===== config.mk =====
export PLATFORM = sky130hd
export DESIGN_NAME = fifo_read_ctrl_flat
export DESIGN_NICKNAME = d
export VERILOG_FILES = /design/src/rtl/fifo_read_ctrl_if.sv /design/src/rtl/fifo_read_ctrl.sv /design/src/flat_wrapper.sv
export SDC_FILE = /design/constraint.sdc
export NUM_CORES = 1
export LEC_CHECK = 0
export BUFFER_PORTS_ARGS = -buffer_cell sky130_fd_sc_hd__buf_2
export CORE_MARGIN = 3
export CORE_UTILIZATION = 40
export DETAILED_ROUTE_END_ITERATION = 7
export GPL_ROUTABILITY_DRIVEN = 0
export GPL_TIMING_DRIVEN = 0
export PLACE_DENSITY = 0.74
export SLEW_MARGIN = 20
export SYNTH_ARGS = -nofsm -noshare
export SYNTH_HDL_FRONTEND = slang
export SYNTH_SLANG_ARGS = --single-unit

===== constraint.sdc =====
create_clock -name clk -period 1.6 [get_ports clk]
set_input_delay 0.24 -clock clk [delete_from_list [all_inputs] [get_ports clk]]
set_output_delay 0.24 -clock clk [all_outputs]
set_load 0.02 [all_outputs]

===== src/rtl/fifo_read_ctrl_if.sv =====
// ---------------------------------------------------------------------------
// fifo_read_ctrl_if
// Bundles the FIFO read-side signals: the writer's pointer and register-file
// read bus coming in, the one-hot read selects, the returned read pointer and
// the downstream valid/ready output going out.
//   master : the read controller (drives rs, rd_ptr, dout, dout_valid, empty)
//   slave  : the surrounding FIFO / downstream (drives wr_ptr, rd_bus, flush,
//            dout_ready)
// Optional build macro FIFO_RD_LEVEL_EN adds level and almost_empty.
// ---------------------------------------------------------------------------
interface fifo_read_ctrl_if #(
  parameter int DEPTH = 8,
  parameter int WIDTH = 5,
  parameter int PTR_W = 3
);
  logic [PTR_W:0]   wr_ptr;
  logic [WIDTH-1:0] rd_bus;
  logic             flush;
  logic             dout_ready;
  logic [DEPTH-1:0] rs;
  logic [PTR_W:0]   rd_ptr;
  logic [WIDTH-1:0] dout;
  logic             dout_valid;
  logic             empty;
`ifdef FIFO_RD_LEVEL_EN
  logic [PTR_W+1:0] level;
  logic             almost_empty;
`endif

  modport master (
    input  wr_ptr, rd_bus, flush, dout_ready,
`ifdef FIFO_RD_LEVEL_EN
    output level, almost_empty,
`endif
    output rs, rd_ptr, dout, dout_valid, empty
  );

  modport slave (
    output wr_ptr, rd_bus, flush, dout_ready,
`ifdef FIFO_RD_LEVEL_EN
    input  level, almost_empty,
`endif
    input  rs, rd_ptr, dout, dout_valid, empty
  );
endinterface


===== src/rtl/fifo_read_ctrl.sv =====
// ---------------------------------------------------------------------------
// fifo_read_ctrl
// Read-side controller for the FIFO register-file storage. Issues a one-hot
// read select for the entry at the read pointer, captures the word into an
// output register and presents it first-word-fall-through with valid/ready.
// The read pointer (with wrap bit) is returned to the writer.
// Ports:
//   clk   : clock, rising edge
//   clear : asynchronous active-low reset
//   bus   : fifo_read_ctrl_if.master (wr_ptr, rd_bus, flush, dout_ready in;
//           rs, rd_ptr, dout, dout_valid, empty out)
// Build option: FIFO_RD_LEVEL_EN adds bus.level and bus.almost_empty.
// ---------------------------------------------------------------------------
module fifo_read_ctrl #(
  parameter int DEPTH     = 8,
  parameter int WIDTH     = 5,
  parameter int PTR_W     = 3,
  parameter int AE_THRESH = 1
) (
  input logic             clk,
  input logic             clear,
  fifo_read_ctrl_if.master bus
);

  if (DEPTH < 2 || DEPTH != (1 << PTR_W)) begin : g_bad_depth
    $error("fifo_read_ctrl: DEPTH must be a power of two >= 2 equal to 2**PTR_W");
  end
  if (AE_THRESH < 0 || AE_THRESH > DEPTH + 1) begin : g_bad_thresh
    $error("fifo_read_ctrl: AE_THRESH out of range 0..DEPTH+1");
  end

  typedef enum logic {IDLE = 1'b0, HOLD = 1'b1} state_t;

  state_t           state_q, state_d;
  logic [PTR_W:0]   rd_ptr_q;
  logic [WIDTH-1:0] dout_q;
  logic             empty;
  logic             dout_valid;
  logic             pop;
  logic             fetch;

  // dout_valid is exactly the HOLD state; no separate flag is kept.
  assign dout_valid = (state_q == HOLD);
  assign empty      = (bus.wr_ptr == rd_ptr_q);
  assign pop        = dout_valid & bus.dout_ready;
  // Refill when the holding register is free or being drained this cycle.
  assign fetch      = ~empty & ~bus.flush & (~dout_valid | pop);

  assign bus.rs         = fetch ? (DEPTH'(1) << rd_ptr_q[PTR_W-1:0]) : '0;
  assign bus.rd_ptr     = rd_ptr_q;
  assign bus.dout       = dout_q;
  assign bus.dout_valid = dout_valid;
  assign bus.empty      = empty;

  always_comb begin
    state_d = state_q;
    if (bus.flush) begin
      state_d = IDLE;
    end else begin
      unique case (state_q)
        IDLE: if (fetch)        state_d = HOLD;
        HOLD: if (pop & ~fetch) state_d = IDLE;
        default:                state_d = IDLE;
      endcase
    end
  end

  always_ff @(posedge clk or negedge clear) begin
    if (!clear) begin
      state_q <= IDLE;
    end else begin
      state_q <= state_d;
    end
  end

  // Pointer and output word: flush resyncs to the writer and wins over fetch.
  // Natural (PTR_W+1)-bit overflow toggles the wrap bit when the low bits wrap.
  always_ff @(posedge clk or negedge clear) begin
    if (!clear) begin
      rd_ptr_q <= '0;
      dout_q   <= '0;
    end else if (bus.flush) begin
      rd_ptr_q <= bus.wr_ptr;
    end else if (fetch) begin
      rd_ptr_q <= rd_ptr_q + (PTR_W+1)'(1);
      dout_q   <= bus.rd_bus;
    end
  end

`ifdef FIFO_RD_LEVEL_EN
  logic [PTR_W:0] ptr_diff;

  // Modulo pointer difference counts stored words; the held word adds one.
  assign ptr_diff         = bus.wr_ptr - rd_ptr_q;
  assign bus.level        = {1'b0, ptr_diff} + {{(PTR_W+1){1'b0}}, dout_valid};
  assign bus.almost_empty = (bus.level <= (PTR_W+2)'(AE_THRESH));
`endif

endmodule


===== src/flat_wrapper.sv =====
// flat-port wrapper written by rule: the top's interface ports become plain ports
module fifo_read_ctrl_flat 
#(
  parameter int DEPTH     = 8,
  parameter int WIDTH     = 5,
  parameter int PTR_W     = 3,
  parameter int AE_THRESH = 1
)
  (clk, clear, bus_wr_ptr, bus_rd_bus, bus_flush, bus_dout_ready, bus_rs, bus_rd_ptr, bus_dout, bus_dout_valid, bus_empty);
  fifo_read_ctrl_if #(.DEPTH(DEPTH), .WIDTH(WIDTH), .PTR_W(PTR_W)) bus_i ();
  input logic clk;
  input logic clear;
  input wire logic [$bits(bus_i.wr_ptr)-1:0] bus_wr_ptr;
  input wire logic [$bits(bus_i.rd_bus)-1:0] bus_rd_bus;
  input wire logic [$bits(bus_i.flush)-1:0] bus_flush;
  input wire logic [$bits(bus_i.dout_ready)-1:0] bus_dout_ready;
  output wire logic [$bits(bus_i.rs)-1:0] bus_rs;
  output wire logic [$bits(bus_i.rd_ptr)-1:0] bus_rd_ptr;
  output wire logic [$bits(bus_i.dout)-1:0] bus_dout;
  output wire logic [$bits(bus_i.dout_valid)-1:0] bus_dout_valid;
  output wire logic [$bits(bus_i.empty)-1:0] bus_empty;
  assign bus_i.wr_ptr = bus_wr_ptr;
  assign bus_i.rd_bus = bus_rd_bus;
  assign bus_i.flush = bus_flush;
  assign bus_i.dout_ready = bus_dout_ready;
  assign bus_rs = bus_i.rs;
  assign bus_rd_ptr = bus_i.rd_ptr;
  assign bus_dout = bus_i.dout;
  assign bus_dout_valid = bus_i.dout_valid;
  assign bus_empty = bus_i.empty;
  fifo_read_ctrl #(.DEPTH(DEPTH), .WIDTH(WIDTH), .PTR_W(PTR_W), .AE_THRESH(AE_THRESH)) u_core (.clk(clk), .clear(clear), .bus(bus_i));
endmodule

Word level (Yosys, flattened, before mapping)
Index checks and enable logic that the tools add are counted.
{"block": "op_classes", "n_mul": 0, "reduce_logical": 2, "shifts": 1, "bitwise": 9, "order_cmp": 0, "add_sub_neg": 1, "div_mod_pow": 0, "muxes": 7, "n_eq_ne": 1}
{"op": "4-bit two-way mux", "n": 2}
{"op": "8-bit two-way mux", "n": 1}
{"op": "1-bit by 3-bit left shift with 8-bit output (first input constant)", "n": 1}
{"op": "4-bit by 1-bit adder with 4-bit output (second input constant)", "n": 1}
{"op": "1-bit bitwise AND", "n": 4}
{"op": "4-bit == test", "n": 1}
{"op": "1-bit NOT", "n": 4}
{"op": "1-bit two-way mux", "n": 3}
{"op": "1-bit case mux with 2 select lines", "n": 1}
{"op": "2-bit AND reduction", "n": 1}
{"op": "2-bit nonzero test", "n": 1}
{"op": "1-bit bitwise OR", "n": 1}
{"block": "totals", "latchBits": 0, "mem_bits_rw": 0, "in_bits": 13, "n_memories": 0, "wordCells": 24, "mem_bits_ro": 0, "reg_bits": 10}

Depth between registers and ports, before layout
Gate-level depths: netlist of the first run.
{"block": "depth", "depth_word": 9, "ltp_mapped": 5, "ltp_nobuf": 5}

Worst setup path after synthesis of the first run
No wires, ideal clock.
{"block": "synth_timing", "kind": "register to output", "startpoint": "register u_core.rd_ptr_q[1] (netlist: u_core.bus.rd_ptr[1])", "endpoint": "output port bus_rs[0]", "setup_slack_ns": -0.529, "stages_incl_launch_ff": 6, "arrival_time_ns": 1.889, "path_buffers": 1, "required_ns": 1.360, "path_cell_list": "dfrtp_1 > xor2_1 > nor4_4 > nor3_4 > buf_6 > and3_2"}
{"block": "synth_via", "elab_chain_len": 5, "word_cells_on_any_way": 6, "cone_classes": "1 x eq/ne; 1 x shift; 1 x mux; 3 x bitwise"}
{"item": "start: declaration", "line_no": "fifo_read_ctrl.sv:35", "text": "logic [PTR_W:0] rd_ptr_q;"}
{"item": "start signal: assignment", "line_no": "fifo_read_ctrl.sv:83", "text": "rd_ptr_q <= bus.wr_ptr;"}
{"item": "start signal: assignment", "line_no": "fifo_read_ctrl.sv:85", "text": "rd_ptr_q <= rd_ptr_q + (PTR_W+1)'(1);"}
{"item": "4-bit == test", "line_no": "fifo_read_ctrl.sv:44", "text": "assign empty = (bus.wr_ptr == rd_ptr_q);"}
{"item": "net bus_empty", "line_no": "flat_wrapper.sv:21", "text": "output wire logic [$bits(bus_i.empty)-1:0] bus_empty;"}
{"item": "1-bit NOT", "line_no": "fifo_read_ctrl.sv:47", "text": "assign fetch = ~empty & ~bus.flush & (~dout_valid | pop);"}
{"item": "1-bit bitwise AND (2 in a row)", "line_no": "fifo_read_ctrl.sv:47"}
{"item": "8-bit two-way mux", "line_no": "fifo_read_ctrl.sv:49", "text": "assign bus.rs = fetch ? (DEPTH'(1) << rd_ptr_q[PTR_W-1:0]) : '0;"}
{"item": "end: declaration", "line_no": "flat_wrapper.sv:17", "text": "output wire logic [$bits(bus_i.rs)-1:0] bus_rs;"}
The timed path passes the listed nets, and every way through them passes these cells.

Worst setup path after layout of the first run
{"block": "layout_timing", "startpoint": "register u_core.rd_ptr_q[0] (netlist: u_core.bus.rd_ptr[0])", "endpoint": "output port bus_rs[0]"}
{"block": "layout_via", "elab_chain_len": 5, "word_cells_on_any_way": 6, "cone_classes": "1 x eq/ne; 1 x shift; 1 x mux; 3 x bitwise"}
{"item": "4-bit == test", "line_no": "fifo_read_ctrl.sv:44"}
{"item": "1-bit NOT", "line_no": "fifo_read_ctrl.sv:47"}
{"item": "1-bit bitwise AND (2 in a row)", "line_no": "fifo_read_ctrl.sv:47"}
{"item": "8-bit two-way mux (*)", "line_no": "fifo_read_ctrl.sv:49"}
Mark *: on every way between the ends. The rest lies on a longest branch, timed or not.

==> results of run 1 <==
-- cell type report --
cell class	instances	share of cell area [%]
plain buffers	1	1.03
clock buffers	4	3.33
inverters	4	1.38
multi-input cells	44	41.6
flip-flops and latches	10	23.3
well taps	16	1.84
repair buffers	41	27.6
-- worst max-delay path: cells and delay by family (launching register included) --
| family | cells | cell delay (ns) |
|---|---|---|
| simple gates | 3 | 0.62 |
| buf+inv | 2 | 0.27 |
| flops | 1 | 0.43 |
| xor+xnor | 1 | 0.19 |
-- path summary, 6_finish.rpt --
path / end / slack [ns] / cells past startpoint
worst max-delay path: bus_rs[0] / -0.40 / 6
worst min-delay path: u_core.bus.dout[3]$_DFFE_PN0P_ / 0.21 / 2
worst max register to register: u_core.bus.dout[1]$_DFFE_PN0P_ / -0.12 / 6
worst min register to register: u_core.bus.dout[3]$_DFFE_PN0P_ / 0.50 / 1
max in group asynchronous: u_core.bus.rd_ptr[0]$_DFFE_PN0P_ / 1.02 / 2
min in group asynchronous: u_core.bus.rd_ptr[3]$_DFFE_PN0P_ / 0.38 / 2
-- power groups by stage --
| stage | registers, mW | clock network (mW) | logic (mW) |
|---|---|---|---|
| after global placement | 0.355 | 0 | 0.382 |
| after CTS | 0.348 | 0.229 | 0.486 |
| after detailed placement | 0.359 | 0 | 0.392 |
| after floorplan | 0.410 | 0 | 0.213 |
| final | 0.341 | 0.225 | 0.511 |
| after global routing | 0.350 | 0.249 | 0.556 |
-- sequential cells by signal, summed over array words and instances (netlist names) --
register	count
u_core.bus.rd_ptr	4
u_core.bus.dout	5
u_core.bus.dout_valid	1
-- cell families (layout without fill, tap and decap cells) --
family                   Yosys count  count (layout)  synth area share (%)
AND/OR/NAND/NOR                   20              20                  23.3
flip-flops                        10              10                  37.8
AO/OA/AOI/OAI                      9               9                  9.26
adder cells (fa/ha/maj)            6               6                  11.3
multiplexers                       5               5                  9.07
buffers and inverters              5              50                  3.97
XOR/XNOR                           4               4                  5.29
-- metal layers --
metal / vias up / global-route usage (%)
met4: 0 / 9.94
li1: 305 / -
met1: 301 / 22.6
met3: 4 / 2.34
met5: - / 0
met2: 26 / 30.5
-- stage by stage --
step | hold WS, ns | cell area, um^2 | instances | utilization, % | worst slack (ns)
finish | 0.209 | 1090 | 120 | 71.5 | -0.402
detailed placement | 0.113 | 872 | 106 | 57.2 | -0.490
floorplan | -0.0556 | 697 | 59 | - | -0.439
global route | 0.196 | 1090 | 120 | 71.5 | -0.484
global placement | 0.109 | 872 | 106 | 57.2 | -0.448
CTS | 0.203 | 1060 | 118 | 69.6 | -0.422
-- Yosys cell counts (2+ instances only) --
cell type	instances	share of area (%)
mux2_2	4	6.8
inv_1	4	2.3
nor2_1	2	1.1
dfrtp_1	10	38
or3_2	2	2.3
o31ai_1	2	2.3
ha_1	6	11
and2_2	2	2.3
nand3_1	2	1.5
xor2_1	4	5.3
a31oi_1	2	1.9
o211ai_1	2	2.3
and3_2	6	6.8
-- repair_timing --
| item | CTS | global route |
|---|---|---|
| resized for setup | 25 | 2 |
| buffers inserted | 7 | 2 |
| hold buffers | 1 | 0 |
| gates cloned | 1 | 0 |
| pin swaps | 4 | 2 |
| endpoints found under the setup margin | 18 | 18 |
| hold endpoints to repair | 10 | 0 |
==> results.json, run 1 <==
{
  "slew_headroom_pct": 65.1,
  "pwr-share-seq_pct": 31.7,
  "yosys_warnings": 0,
  "ys.flop_type": "dfrtp_1",
  "internal_power_uw": 686,
  "cts_buffer_depth": 2,
  "drc": 0,
  "final_cell_mix": "22 x buf_2, 13 x buf_6, 7 x dfrtp_1",
  "grt_usage_pct": 18.3,
  "drt_wl_total_um": 1610,
  "via_per_inst": 5.30,
  "synth_area_um2": 662,
  "hold_viol": 0,
  "route.met2.wl_um": 793,
  "seqCellArea_um2": 254,
  "drt_iter0_drc": 12,
  "combPwrFrac_pct": 47.4,
  "crit_fanout": 4,
  "power.leakage_nw": 0.523,
  "critical_path_class": "reg2out",
  "clk-insertion-delay-late_ns": 0.26,
  "crit_path_start_kind": "register",
  "multi_input_area_um2": 453,
  "post-dp-hpwl_um": 1150,
  "port_buffers": 31,
  "tightest_slew_ns": 0.522,
  "grt_pass1_wl_um": 2750,
  "cts_sinks": 10,
  "wl_met3_um": 96,
  "synthesis.nets": 78,
  "firstDrtPassIters": 4,
  "cpPeakStageDelay_ns": 0.43,
  "die-area_um2": 2180,
  "fmax_mhz": 499,
  "drt-met1-wl_um": 687,
  "min_period_ns": 2.00,
  "grt_pass1_vias": 619,
  "setup_slack_ns": -0.402,
  "holdCritStartpoint": "bus_rd_bus[3]",
  "synthDistinctLibCells": 24,
  "cp_cell_sequence": "xor2_2, nor4_4, nor3_4, buf_6, and3_4, buf_6",
  "wl_per_cell_um": 13.4,
  "r2r-start": "u_core.bus.rd_ptr[0]$_DFFE_PN0P_",
  "cp.required_ns": 1.36,
  "io_pins": 32,
  "cts_root_buf": "clkbuf_4",
  "netSwitchingPower_uw": 390,
  "n_fill_cell": 117,
  "syn_inst": 59,
  "cts_buffers": 3,
  "crit_arrival_ns": 1.76,
  "violations": "negative setup slack",
  "antenna_found_initial": 0,
  "synth_seq_cells": 10,
  "drive_gt1_share_pct": 68.3,
  "p_clk_share_pct": 20.9,
  "coreArea_um2": 1520,
  "cp-startpoint": "u_core.bus.rd_ptr[0]$_DFFE_PN0P_",
  "maxSlewViolCount": 0,
  "cpMostUsedCell": "buf_6",
  "maxCapViolations": 0,
  "die_w_um": 46.7,
  "final_common_cell": "buf_2",
  "outcome": "finished with violations",
  "finalCritPeriodShare_pct": 125,
  "cts_tree": "done",
  "avgSynthCellArea_um2": 11.2,
  "diodes": 0,
  "powerDensity_nw_per_um2": 988,
  "synth-edff-count": 0,
  "vias": 636,
  "clkTransAtPathRegs_ns": 0.07,
  "highest_layer": "met4",
  "setup_tns_ns": -3.67,
  "nNetsFinal": 124,
  "fp-row-count": 14,
  "fin_skew_ns": 0.000850,
  "peakVddDrop_mv": 0.757,
  "swShare_pct": 36.3,
  "total_power_mw": 1.08,
  "cts_max_level": 1,
  "gr-total-overflow": 0,
  "crit_path_top_delay_cell": "dfrtp_2",
  "die_h_um": 46.7,
  "grt_max_degree": 11,
  "rsz0062_at_grt": "yes",
  "ant_nets": 0,
  "async_flop_share_pct": 100,
  "synth_seq_area_share_pct": 37.8,
  "endpoint_kind": "primary output",
  "worstHoldPathType": "in2reg",
  "start_util_pct": 43.4,
  "area_growth_pct": 64.7,
  "setup_violations": 18
}
Note: power is estimated with default switching activity, not from simulation.
==> inputs of run 2 (changes only) <==
--- a/config.mk
+++ b/config.mk
@@ -6,7 +6,7 @@
 export NUM_CORES = 1
 export LEC_CHECK = 0
 export BUFFER_PORTS_ARGS = -buffer_cell sky130_fd_sc_hd__buf_2
-export CORE_MARGIN = 3
+export CORE_MARGIN = 2
 export CORE_UTILIZATION = 40
 export DETAILED_ROUTE_END_ITERATION = 7
 export GPL_ROUTABILITY_DRIVEN = 0
==> run 2 against run 1 <==
  * The run still ends with negative setup slack left
  * Sequential share of layout area shrank 0.90 points
  * Core utilization grew 2.9 points
  * Combinational power grew 8.0%
  * Critical endpoint is now bus_rs[4]
==> results.json, run 2 (synthesis results as in run 1) <==
{
  "outcome": "finished with violations",
  "violations": "negative setup slack",
  "nNetsFinal": 128,
  "clk-insertion-delay-late_ns": 0.26,
  "wl_per_cell_um": 14.1,
  "slew_headroom_pct": 64.9,
  "coreArea_um2": 1520,
  "post-dp-hpwl_um": 1080,
  "worstHoldPathType": "in2reg",
  "crit_path_start_kind": "register",
  "powerDensity_nw_per_um2": 978,
  "die_w_um": 44.7,
  "cts_root_buf": "clkbuf_4",
  "clkTransAtPathRegs_ns": 0.06,
  "total_power_mw": 1.11,
  "drt_iter0_drc": 6,
  "gr-total-overflow": 0,
  "finalCritPeriodShare_pct": 126,
  "cts_sinks": 10,
  "via_per_inst": 5.19,
  "drt_wl_total_um": 1750,
  "critical_path_class": "reg2out",
  "min_period_ns": 2.01,
  "setup_tns_ns": -4.43,
  "crit_arrival_ns": 1.77,
  "io_pins": 32,
  "final_common_cell": "buf_2",
  "r2r-start": "u_core.bus.rd_ptr[0]$_DFFE_PN0P_",
  "ant_nets": 0,
  "fin_skew_ns": 0.00148,
  "setup_violations": 17,
  "die_h_um": 44.7,
  "rsz0062_at_grt": "yes",
  "hold_viol": 0,
  "cts_buffer_depth": 2,
  "diodes": 0,
  "cts_buffers": 3,
  "dp.cells": 106,
  "r2r_slack_ns": -0.23,
  "cp.required_ns": 1.36,
  "maxCapViolations": 0,
  "grt_pass1_vias": 647,
  "fin_hold_ws_ns": 0.212,
  "fmax_mhz": 497,
  "grt_pass1_wl_um": 2840,
  "largest_reg_flops": 5,
  "tightest_slew_ns": 0.525,
  "drive_gt1_share_pct": 69.4,
  "grt_usage_pct": 19.7,
  "vias": 643,
  "grt_max_degree": 11,
  "antenna_found_initial": 0,
  "worst_r2r_path_depth": 8,
  "start_util_pct": 43.4,
  "drc": 0,
  "power.leakage_nw": 0.551,
  "hold_depth": 2,
  "fp-row-count": 14,
  "min_to": "u_core.bus.dout[3]$_DFFE_PN0P_",
  "firstDrtPassIters": 4,
  "maxSlewViolCount": 0,
  "r2r_end": "u_core.bus.rd_ptr[3]$_DFFE_PN0P_",
  "cts_tree": "done",
  "area_growth_pct": 71.3,
  "final_cell_mix": "22 x buf_2, 16 x buf_6, 7 x buf_4, 7 x dfrtp_1",
  "crit_fanout": 5,
  "cts_max_level": 1,
  "setup_slack_ns": -0.411,
  "post_layout_nonfiller_instances": 124,
  "endpoint_kind": "primary output",
  "die-area_um2": 2000,
  "cp-startpoint": "u_core.bus.rd_ptr[0]$_DFFE_PN0P_",
  "holdCritStartpoint": "bus_rd_bus[3]",
  "peakVddDrop_mv": 0.708,
  "port_buffers": 31
}
==> run 2: cell count changes in the layout (fill, tap and decap cells not counted), sizes merged <==
cell	change
buf	+4
==> run 2: per-layer routing <==
| layer | share of wire, % | global-route usage [%] | up-vias |
|---|---|---|---|
| met5 | 0 | 0 | - |
| met4 | 1.7 | 8.48 | 0 |
| met3 | 4.5 | 2.45 | 4 |
| met2 | 54 | 34.2 | 23 |
| met1 | 39 | 24.2 | 307 |
| li1 | - | - | 309 |
==> run 2: stage by stage <==
step                      utilization [%]  setup slack (ns)  instance area (um^2)
final                                74.4            -0.411                  1130
after global routing                 74.4            -0.466                  1130
after CTS                            71.8            -0.429                  1090
after detailed placement             57.2            -0.492                   872
after global placement               57.2            -0.450                   872
after floorplan                         -            -0.439                   697
==> run 2: critical path, cell delays in order (launching register included) <==
cell     delay [ns]
dfrtp_2        0.42
xor2_2         0.19
nor4_4         0.37
nor3_4         0.10
buf_6          0.15
and3_4         0.16
buf_6          0.12
==> run 2: layout make-up <==
type / count / area (um^2)
multi-input combinational: 44 / 455
fill: 110 / 390
timing repair buffer: 45 / 342
sequential: 10 / 254
clock buffer: 4 / 36.3
tap: 16 / 20.0
inverter: 4 / 15.0
buffer: 1 / 11.3
==> run 2: power breakdown <==
part / internal [mW] / switching (mW)
Sequential: 0.302 / 0.0344
Clock: 0.138 / 0.0827
Combinational: 0.268 / 0.284
==> run 2: worst max-delay path by stage <==
stage,endpoint,depth (start not counted)
after global placement,bus_rs[5],6
after floorplan,bus_rs[0],5
after CTS,bus_rs[0],6
after detailed placement,bus_rs[4],6
final,bus_rs[4],6
after global routing,bus_rs[1],6
==> run 2: timing repair <==
item                       4_1_cts  5_1_grt
buffers inserted                12        4
hold buffers                     1        0
setup endpoints to repair       18       19
hold endpoints to repair        10        0
pin swaps                        4        4
cloned                           1        0
gates resized for setup         24        8
